<file path="config.mk">
export PLATFORM = sky130hd
export DESIGN_NAME = mem_port_arbiter
export DESIGN_NICKNAME = d
export VERILOG_FILES = /design/src/rtl/mem_port_arbiter.sv
export SDC_FILE = /design/constraint.sdc
export NUM_CORES = 1
export LEC_CHECK = 0
export ABC_AREA = 1
export BUFFER_PORTS_ARGS = -buffer_cell sky130_fd_sc_hd__buf_2
export CORE_AREA = 4 4 93 95
export CTS_BUF_LIST = sky130_fd_sc_hd__clkbuf_4
export DETAILED_ROUTE_END_ITERATION = 6
export DIE_AREA = 0 0 97 99
export HOLD_SLACK_MARGIN = 0.1
export SETUP_SLACK_MARGIN = 0.1
export SLEW_MARGIN = 20
export SYNTH_ARGS = -nofsm -noshare
export SYNTH_HDL_FRONTEND = slang
export SYNTH_SLANG_ARGS = --single-unit
</file>
<file path="constraint.sdc">
create_clock -name clk -period 2.3 [get_ports clk]
set_input_delay 0.345 -clock clk [delete_from_list [all_inputs] [get_ports clk]]
set_output_delay 0.345 -clock clk [all_outputs]
set_load 0.03 [all_outputs]
</file>
<file path="src/rtl/mem_port_arbiter.sv">
// Shares one req/gnt/rvalid memory port between a fetch requester and a load/store requester.
// An ID FIFO tracks granted transactions so the in-order responses reach the requester that owns them.
module mem_port_arbiter #(
    parameter int ADDR_WIDTH      = 32,
    parameter int DATA_WIDTH      = 32,
    parameter int MAX_OUTSTANDING = 2,
    parameter int DATA_PRIORITY   = 0
) (
    input  logic                    clk,
    input  logic                    rst_n,
    input  logic                    instr_req_i,
    input  logic [ADDR_WIDTH-1:0]   instr_addr_i,
    output logic                    instr_gnt_o,
    output logic                    instr_rvalid_o,
    input  logic                    data_req_i,
    input  logic [ADDR_WIDTH-1:0]   data_addr_i,
    input  logic                    data_we_i,
    input  logic [DATA_WIDTH/8-1:0] data_be_i,
    input  logic [DATA_WIDTH-1:0]   data_wdata_i,
    output logic                    data_gnt_o,
    output logic                    data_rvalid_o,
    output logic [DATA_WIDTH-1:0]   rdata_o,
    output logic                    mem_req_o,
    output logic [ADDR_WIDTH-1:0]   mem_addr_o,
    output logic                    mem_we_o,
    output logic [DATA_WIDTH/8-1:0] mem_be_o,
    output logic [DATA_WIDTH-1:0]   mem_wdata_o,
    input  logic                    mem_gnt_i,
    input  logic                    mem_rvalid_i,
    input  logic [DATA_WIDTH-1:0]   mem_rdata_i,
    output logic                    spurious_rvalid_o
);

    localparam int   PTR_WIDTH = (MAX_OUTSTANDING > 1) ? $clog2(MAX_OUTSTANDING) : 1;
    localparam int   CNT_WIDTH = $clog2(MAX_OUTSTANDING + 1);
    localparam logic ID_INSTR  = 1'b0;
    localparam logic ID_DATA   = 1'b1;
    localparam logic PRIO_DATA = (DATA_PRIORITY != 0);

    typedef enum logic {ARB = 1'b0, LOCKED = 1'b1} state_t;

    state_t                 state_reg;
    logic                   locked_sel_reg;
    logic                   last_grant_reg;
    logic [PTR_WIDTH-1:0]   wr_ptr_reg, wr_ptr_next;
    logic [PTR_WIDTH-1:0]   rd_ptr_reg, rd_ptr_next;
    logic [CNT_WIDTH-1:0]   count_reg, count_next;
    logic [MAX_OUTSTANDING-1:0] id_vec;

    logic full, empty, active, sel_data, grant, push, pop, head_id;

    assign full  = (count_reg == CNT_WIDTH'(MAX_OUTSTANDING));
    assign empty = (count_reg == '0);

    // Selection: LOCKED holds the latched requester; ARB arbitrates only while the FIFO has room.
    always_comb begin
        active   = 1'b0;
        sel_data = 1'b0;
        if (state_reg == LOCKED) begin
            active   = 1'b1;
            sel_data = locked_sel_reg;
        end else if (!full && (instr_req_i || data_req_i)) begin
            active   = 1'b1;
            sel_data = data_req_i &&
                       (!instr_req_i || PRIO_DATA || (last_grant_reg == ID_INSTR));
        end
    end

    assign mem_req_o   = active;
    assign mem_addr_o  = !active ? '0 : (sel_data ? data_addr_i : instr_addr_i);
    assign mem_we_o    = active && sel_data && data_we_i;
    assign mem_be_o    = !active ? '0 : (sel_data ? data_be_i : '1);
    assign mem_wdata_o = (active && sel_data) ? data_wdata_i : '0;

    assign grant       = active && mem_gnt_i;
    assign push        = grant;
    assign instr_gnt_o = grant && !sel_data;
    assign data_gnt_o  = grant && sel_data;

    assign head_id           = id_vec[rd_ptr_reg];
    assign pop               = mem_rvalid_i && !empty;
    assign instr_rvalid_o    = pop && (head_id == ID_INSTR);
    assign data_rvalid_o     = pop && (head_id == ID_DATA);
    assign spurious_rvalid_o = mem_rvalid_i && empty;
    assign rdata_o           = mem_rdata_i;

    always_comb begin
        wr_ptr_next = wr_ptr_reg;
        rd_ptr_next = rd_ptr_reg;
        count_next  = count_reg;
        if (push)
            wr_ptr_next = (wr_ptr_reg == PTR_WIDTH'(MAX_OUTSTANDING - 1)) ? '0 : wr_ptr_reg + 1'b1;
        if (pop)
            rd_ptr_next = (rd_ptr_reg == PTR_WIDTH'(MAX_OUTSTANDING - 1)) ? '0 : rd_ptr_reg + 1'b1;
        case ({push, pop})
            2'b10:   count_next = count_reg + 1'b1;
            2'b01:   count_next = count_reg - 1'b1;
            default: count_next = count_reg;
        endcase
    end

    genvar gi;
    generate
        for (gi = 0; gi < MAX_OUTSTANDING; gi++) begin : g_id
            logic id_reg;
            always_ff @(posedge clk or negedge rst_n) begin
                if (!rst_n)
                    id_reg <= ID_INSTR;
                else if (push && (wr_ptr_reg == PTR_WIDTH'(gi)))
                    id_reg <= sel_data;
            end
            assign id_vec[gi] = id_reg;
        end
    endgenerate

    always_ff @(posedge clk or negedge rst_n) begin
        if (!rst_n) begin
            state_reg      <= ARB;
            locked_sel_reg <= ID_INSTR;
            last_grant_reg <= ID_DATA;
            wr_ptr_reg     <= '0;
            rd_ptr_reg     <= '0;
            count_reg      <= '0;
        end else begin
            wr_ptr_reg <= wr_ptr_next;
            rd_ptr_reg <= rd_ptr_next;
            count_reg  <= count_next;
            if (grant)
                last_grant_reg <= sel_data;
            case (state_reg)
                ARB: begin
                    if (active && !mem_gnt_i) begin
                        state_reg      <= LOCKED;
                        locked_sel_reg <= sel_data;
                    end
                end
                LOCKED: begin
                    if (mem_gnt_i)
                        state_reg <= ARB;
                end
                default: state_reg <= ARB;
            endcase
        end
    end

    // A locked requester must keep its request up until it is granted.
    lock_held: assert property (@(posedge clk) disable iff (!rst_n)
        (state_reg == LOCKED) |-> (locked_sel_reg ? data_req_i : instr_req_i));

endmodule

</file>
# Yosys cells after proc, flatten, opt, wreduce, memory -nomap -nowiden
# Index checks and enable logic that the tools add are counted.
# classes
eq_ne	3
mux	17
n_reduce_logical	24
n_bitwise	4
order_cmp	1
add_sub_neg	4
# op_table
operator	count
32-bit two-way mux	3
1-bit logical AND	14
1-bit two-way mux	10
4-bit two-way mux	2
1-bit logical NOT	5
2-bit equality test (second input constant)	2
1-bit NOT	4
2-bit one-hot mux with 2 select lines	1
1-bit adder (second input constant)	2
2-bit by 1-bit adder with 2-bit output (second input constant)	1
2-bit by 1-bit equality test with 1-bit output (second input constant)	1
2-bit logical NOT	1
1-bit logical OR	2
1-bit by 2-bit less-than comparator with 1-bit output (second input constant)	1
1-bit one-hot mux with 2 select lines	1
2-bit AND reduction	1
2-bit nonzero test	1
2-bit by 1-bit subtractor with 2-bit output (second input constant)	1
# word_totals
inputBits	139
regBits	9
wordCells	61
out_inout_bits	107

# Longest topological paths before layout
# Gate-level depths: netlist (run 1).
# logic_depth
depth_word	8
mapped_depth	9
ltp_nobuf	9

# Least setup slack after synthesis (run 1)
# OpenSTA, ideal clock, no wires.
# synth_path
path_type	reg-to-output
from	register state_reg
to	output mem_wdata_o[16]
path_stages_with_launch	9
required_time_ps	1955
path_slack_ps	485
arrival_ps	1470
n_path_buf	1
path_cell_list	dfrtp_1 -> inv_1 -> nand2_1 -> nor2_1 -> nand2_2 -> nand2_2 -> inv_2 -> clkbuf_8 -> nor2_1
# synth_between
elab_chain_cells	3
word_cells_on_any_way	4
classes_between	3 x mux; 1 x reduce/logical
# synth_rtl
element	line	source
start, declared	42	state_t state_reg;
start signal, assigned	118	state_reg <= ARB;
start signal, assigned	133	state_reg <= LOCKED;
start signal, assigned	139	state_reg <= ARB;
1-bit two-way mux	59	if (state_reg == LOCKED) begin
1-bit logical AND *	73	assign mem_wdata_o = (active && sel_data) ? data_wdata_i : '0;
32-bit two-way mux *	73	
end, declared	27	output logic [DATA_WIDTH-1:0] mem_wdata_o,
# Mark *: on every way between the ends. The rest lies on a longest branch, timed or not.

# Worst setup path after layout (run 1)
# layout_path
from	register count_reg[1]
to	output mem_addr_o[8]
# layout_between
elab_chain_cells	7
word_cells_on_any_way	9
classes_between	1 x eq/ne; 6 x mux; 2 x reduce/logical
# layout_rtl
element	line	source
start, declared	47	logic [CNT_WIDTH-1:0] count_reg, count_next;
start signal, assigned	127	count_reg <= count_next;
2-bit equality test *	52	assign full = (count_reg == CNT_WIDTH'(MAX_OUTSTANDING));
1-bit logical NOT *	62	end else if (!full && (instr_req_i || data_req_i)) begin
1-bit logical AND *	62	
1-bit two-way mux	62	
1-bit two-way mux	59	
32-bit two-way mux	70	assign mem_addr_o = !active ? '0 : (sel_data ? data_addr_i : instr_addr_i);
32-bit two-way mux *	70	
end, declared	24	output logic [ADDR_WIDTH-1:0] mem_addr_o,
# Marks and branches as above.

==> qor.yml, run 1 <==
crit_path_end_kind: "primary output"
syn_nets: 496
drv_slew: 0
vias: 2405
grt_setup_unrepaired: "yes"
async_flop_share_pct: 100
setup_violations: 0
syn_inst: 356
crit_path_start_kind: "flop"
synthTopCellsByArea: "inv_1 (17%), nor2_1 (14%), buf_4 (13%), dfrtp_1 (11%), nand2_1 (11%)"
die_area_um2: 9600
synth_edf_count: 0
synth_area_leader_cell: "inv_1"
critical_path_class: "flop to primary output"
yosys_warnings: 0
tightest_slew_ns: 0.262
tritoncts: "yes"
r2r-end: "count_reg[1]$_DFFE_PN0P_"
drive_gt1_share_pct: 40.7
synth_commonest_cells: "inv_1 (83), nor2_1 (71), nand2_1 (53)"
dr.pass1.iters: 4
comb_power_share_pct: 85.3
finalHoldViolCount: 0
gp_congestion: 0.836
die_w_um: 97
hpwlAfterDp_mm: 5.35
clk_latency_ns: 0.26
finalWirelength_mm: 6.67
cts_buffer_depth: 2
antenna_found_initial: 0
grt_pass1_wl_mm: 10.2
maxCapViolations: 0
final.period_utilization_pct: 90.7
p_switching_w: 0.00187
setup_tns_ns: 0
ir_worst_vdd_mv: 0.650
fp.dieH_um: 99
grt_start_max_net_pins: 65
cts_buffers: 3
n_antenna_cell: 0
grt.overflow.total: 0
reg2reg_from: "count_reg[0]$_DFFE_PN0P_"
cp.arrival_ns: 1.74
min_period_ns: 2.09
design_area_um2: 2680
h-tree-depth: 1
min_path_type: "primary input to flop"
netlist_area_um2: 1880
cp-startpoint: "count_reg[1]$_DFFE_PN0P_"
r2r_cells: 9
clkTransAtPathRegs_ns: 0.06
root_buffer: "clkbuf_4"
path_max_fanout: 32
fin_worst_skew_ns: 0.00227
ys_types: 22
port_buffers: 181
fillCellCount: 860
power.density_nw_per_um2: 1100
first_iter_violations: 70
num_rows: 32
crit_required_ns: 1.96
placed_cell_area_um2: 2570
ys_ff_latch: 9
gr-usage-all-layers_pct: 12.0
grt_pass1_vias: 2170
io_pins: 246
final_antenna_net_count: 0
fmax_mhz: 480
swShare_pct: 63.5
p_seq_share_pct: 10.0
hold_ws_ns: 0.313
finalPower_w: 0.00295
clock_sinks: 9
leakage_nw: 1.96
synth_ff_type: "dfrtp_1"
vias_per_cell: 4.02
max_slew_margin_pct: 82.5
ys_seq_area_share_pct: 12.1
setup.worst_path.end: "mem_addr_o[8]"
wl_per_cell_um: 11.2
core_area_um2: 7730
r2r_slack_ns: 0.53
status: "finished clean"
synth.avg_cell_area_um2: 5.28
syn2layout_area_growth_pct: 42.8
clkPwrFrac_pct: 4.6
final_nets: 637
drcViolationCount: 0
synth_top_area_share_pct: 16.6
yosysMostFrequentCell: "inv_1"
initial_utilization_pct: 24.3
internal_power_w: 0.00108
## what timing repair did
item,4_1_cts,5_1_grt
setup endpoints to repair,21,52
setup buffers,0,0
gates cloned,0,2
pin swaps,0,1
endpoints found under the hold margin,8,0
hold buffers,1,0
gates resized for setup,1,8
## final cells by class
type	instances	area [um2]	share of cell area (%)
sequential	9	226	8.44
multi-input combinational	211	948	35.4
tap	102	128	4.76
inverter	84	320	11.9
timing repair buffer	188	1030	38.4
clock buffer	4	30.0	1.12
## critical path, cell delays in order (launching register included)
cell and delay (ns):
dfrtp_1 0.42, inv_1 0.11, nor2_2 0.05, nor2_2 0.15, nand2_4 0.12, clkbuf_16 0.22, nand3_1 0.08, nand2_1 0.05
nor2_1 0.08, buf_2 0.19
## through the flow
| step | utilization [%] | instances | setup slack [ns] |
|---|---|---|---|
| 5_1_grt | 34.7 | 598 | 0.0791 |
| 3_3_place_gp | 33.2 | 591 | 0.410 |
| 4_1_cts | 33.8 | 596 | 0.191 |
| 3_5_place_dp | 33.2 | 591 | 0.367 |
| 2_1_floorplan | - | 356 | 0.485 |
| 6_report | 34.7 | 598 | 0.215 |
## worst min-delay path by stage
stage,startpoint,end,slack [ns],cells past startpoint
2_1_floorplan,rst_n,count_reg[0]$_DFFE_PN0P_,0.05,0
6_report,mem_gnt_i,state_reg$_DFF_PN0_,0.31,2
4_1_cts,mem_gnt_i,state_reg$_DFF_PN0_,0.30,2
3_3_place_gp,rst_n,rd_ptr_reg$_DFFE_PN0P_,0.21,1
3_5_place_dp,rst_n,g_id[0].id_reg$_DFFE_PN0P_,0.21,1
5_1_grt,mem_gnt_i,state_reg$_DFF_PN0_,0.33,2
## power by group through the flow
stage | logic (W) | registers (W) | clock network [W]
finish | 0.00252 | 0.000296 | 0.000136
detailed placement | 0.00245 | 0.000298 | 0
CTS | 0.00246 | 0.000295 | 0.000138
global route | 0.00275 | 0.000307 | 0.000145
floorplan | 0.00198 | 0.000281 | 0
global placement | 0.00243 | 0.000292 | 0
## metal layers
layer  track usage [%]  part of all wire (%)  up-vias
met5                 0                     0        -
met4              2.38                   1.2        0
met3              3.26                   7.2       12
met2              22.9                    55       94
met1              13.2                    37     1005
li1                  -                     -     1294
## placed cells by master, fill, tap and decap left out
cell type	synthesis	final
clkbuf_16	0	2
nor2_2	3	4
or2_2	1	1
ha_1	1	1
inv_1	83	83
nor3b_1	1	1
nand2_1	53	52
buf_6	7	1
buf_2	4	179
clkbuf_4	0	5
nand2_4	0	2
nand2_2	3	2
dfrtp_1	8	8
nor2_1	71	70
nand3_1	34	34
xnor2_1	1	1
a21oi_1	37	37
buf_4	32	2
dfstp_2	1	1
nand3b_1	1	1
o21ai_0	3	3
dlygate4sd3_1	0	1
buf_12	0	2
inv_6	0	1
xor2_1	2	2
## cells by family after synthesis
| logic type | share of synthesized area [%] |
|---|---|
| AO/OA/AOI/OAI | 10.7 |
| XOR/XNOR | 1.40 |
| adder cells (fa/ha/maj) | 0.666 |
| buffers and inverters | 38.2 |
| flip-flops | 12.1 |
| AND/OR/NAND/NOR | 37.0 |
(Power assumes the default switching activity.)
==> run 2, diff against run 1 <==
RECOVER_POWER = 50   (was unset)
==> qor.yml, run 2 (synthesized netlist as in run 1, its figures left out) <==
slowest_stage: "dfrtp_1"
grt_start_max_net_pins: 65
grt_setup_unrepaired: "yes"
cts_buffers: 3
cp_cell_sequence: "inv_1, nor2_2, nor2_2, nand2_4, clkbuf_16, nand3_1, nand2_1, nor2_1, buf_2"
syn2layout_area_growth_pct: 41.8
grt.overflow.total: 0
crit_path_start_kind: "flop"
die_area_um2: 9600
h-tree-depth: 1
gr-usage-all-layers_pct: 12.0
internal_power_w: 0.00105
dr.pass1.iters: 4
tightest_slew_ns: 0.535
vias: 2401
setup_violations: 0
top_layer: "met4"
design_area_um2: 2660
cp.arrival_ns: 1.74
ir_worst_vdd_mv: 0.641
n_antenna_cell: 0
die_w_um: 97
path_max_fanout: 32
critical_path_class: "flop to primary output"
core_area_um2: 7730
wl_met1_mm: 2.46
fin_worst_skew_ns: 0.00239
wl_met2_mm: 3.66
first_iter_violations: 66
swShare_pct: 64.0
crit_path_max_incr_delay_ns: 0.42
port_buffers: 181
fmax_mhz: 480
placed_cell_area_um2: 2570
root_buffer: "clkbuf_4"
grt_pass1_vias: 2170
path_delay_family: "simple AND/OR/NAND/NOR gates"
final_common_cell: "buf_2"
drive_gt1_share_pct: 38.3
gp_congestion: 0.836
clkPwrFrac_pct: 4.6
wl_per_cell_um: 11.2
hold_ws_ns: 0.312
setup_tns_ns: 0
path_common_cell: "nor2_2"
finalWirelength_mm: 6.68
final_antenna_net_count: 0
clkTransAtPathRegs_ns: 0.06
setup_slack_ns: 0.215
max_slew_margin_pct: 64.3
final_cell_mix: "buf_2 (167), inv_1 (83), nor2_1 (70)"
finalHoldViolCount: 0
path_buf_inv: 3
vias_per_cell: 4.02
pre_cts_slack_ns: 0.367
comb_power_share_pct: 85.2
hpwlAfterDp_mm: 5.35
tritoncts: "yes"
fp.dieH_um: 99
min_path_type: "primary input to flop"
initial_utilization_pct: 24.3
io_pins: 246
met3_length_um: 472
leakage_nw: 1.93
power.density_nw_per_um2: 1100
maxCapViolations: 0
crit_required_ns: 1.96
grt_pass1_wl_mm: 10.2
postCtsSetupRepairBufs: 0
antenna_found_initial: 0
clock_sinks: 9
p_switching_w: 0.00187
drv_slew: 0
drcViolationCount: 0
p_seq_share_pct: 10.1
final.period_utilization_pct: 90.7
final_nets: 637
num_rows: 32
status: "finished clean"
crit_path_end_kind: "primary output"
clk_latency_ns: 0.26
cts_buffer_depth: 2
min_period_ns: 2.09
==> run 2: cell count changes in the layout (fill, tap and decap cells not counted), sizes merged <==
| cell | previous run | this run |
|---|---|---|
| buf | 184 | 171 |
| clkbuf | 7 | 20 |
==> run 2: layer usage <==
layer	global-route usage, %	vias up
li1	-	1294
met1	13.2	1001
met2	22.9	94
met3	3.26	12
met4	2.38	0
met5	0	-
==> run 2: worst paths after layout <==
check	startpoint	end	slack (ns)	cells past startpoint
setup / recovery	count_reg[1]$_DFFE_PN0P_	mem_addr_o[8]	0.21	9
hold / removal	mem_gnt_i	state_reg$_DFF_PN0_	0.31	2
setup reg to reg	count_reg[0]$_DFFE_PN0P_	count_reg[1]$_DFFE_PN0P_	0.46	9
hold reg to reg	last_grant_reg$_DFFE_PN1P_	last_grant_reg$_DFFE_PN1P_	0.47	2
max in group asynchronous	rst_n	last_grant_reg$_DFFE_PN1P_	1.36	2
min in group asynchronous	rst_n	state_reg$_DFF_PN0_	0.57	2
==> run 2: metrics by stage <==
step | cells | power [W] | util, %
after floorplan | 356 | 0.00226 | -
after global placement | 591 | 0.00272 | 33.2
after detailed placement | 591 | 0.00275 | 33.2
after CTS | 596 | 0.00290 | 33.8
after global routing | 598 | 0.00318 | 34.5
final | 598 | 0.00293 | 34.5
==> run 2: power groups by stage <==
stage | combinational (W) | clock (W) | sequential, W
after floorplan | 0.00198 | 0 | 0.000281
after global placement | 0.00243 | 0 | 0.000292
after detailed placement | 0.00245 | 0 | 0.000298
after CTS | 0.00246 | 0.000138 | 0.000295
after global routing | 0.00273 | 0.000145 | 0.000307
final | 0.00249 | 0.000136 | 0.000297
==> run 2: area by class of cell <==
cell class | count | area [um2]
repair buffers | 188 | 1010
fillers | 868 | 5060
inverters | 84 | 320
flip-flops and latches | 9 | 226
clock buffers | 4 | 30.0
well taps | 102 | 128
multi-input cells | 211 | 946
==> run 2: what timing repair did <==
action,CTS,global route
endpoints found under the setup margin,21,52
gates cloned,0,2
hold endpoints to repair,8,0
hold buffers,1,0
gates resized for setup,1,8
pin swaps,0,1
==> run 2: worst reg2reg max path, cell delays in order, from the launching register on <==
cell and delay (ns):
dfrtp_1 0.47, inv_1 0.06, nand2_1 0.06, nand2_1 0.05, nand2_1 0.15, nand2_1 0.18
ha_1 0.37, a21oi_1 0.11, o21ai_0 0.11, xor2_1 0.16
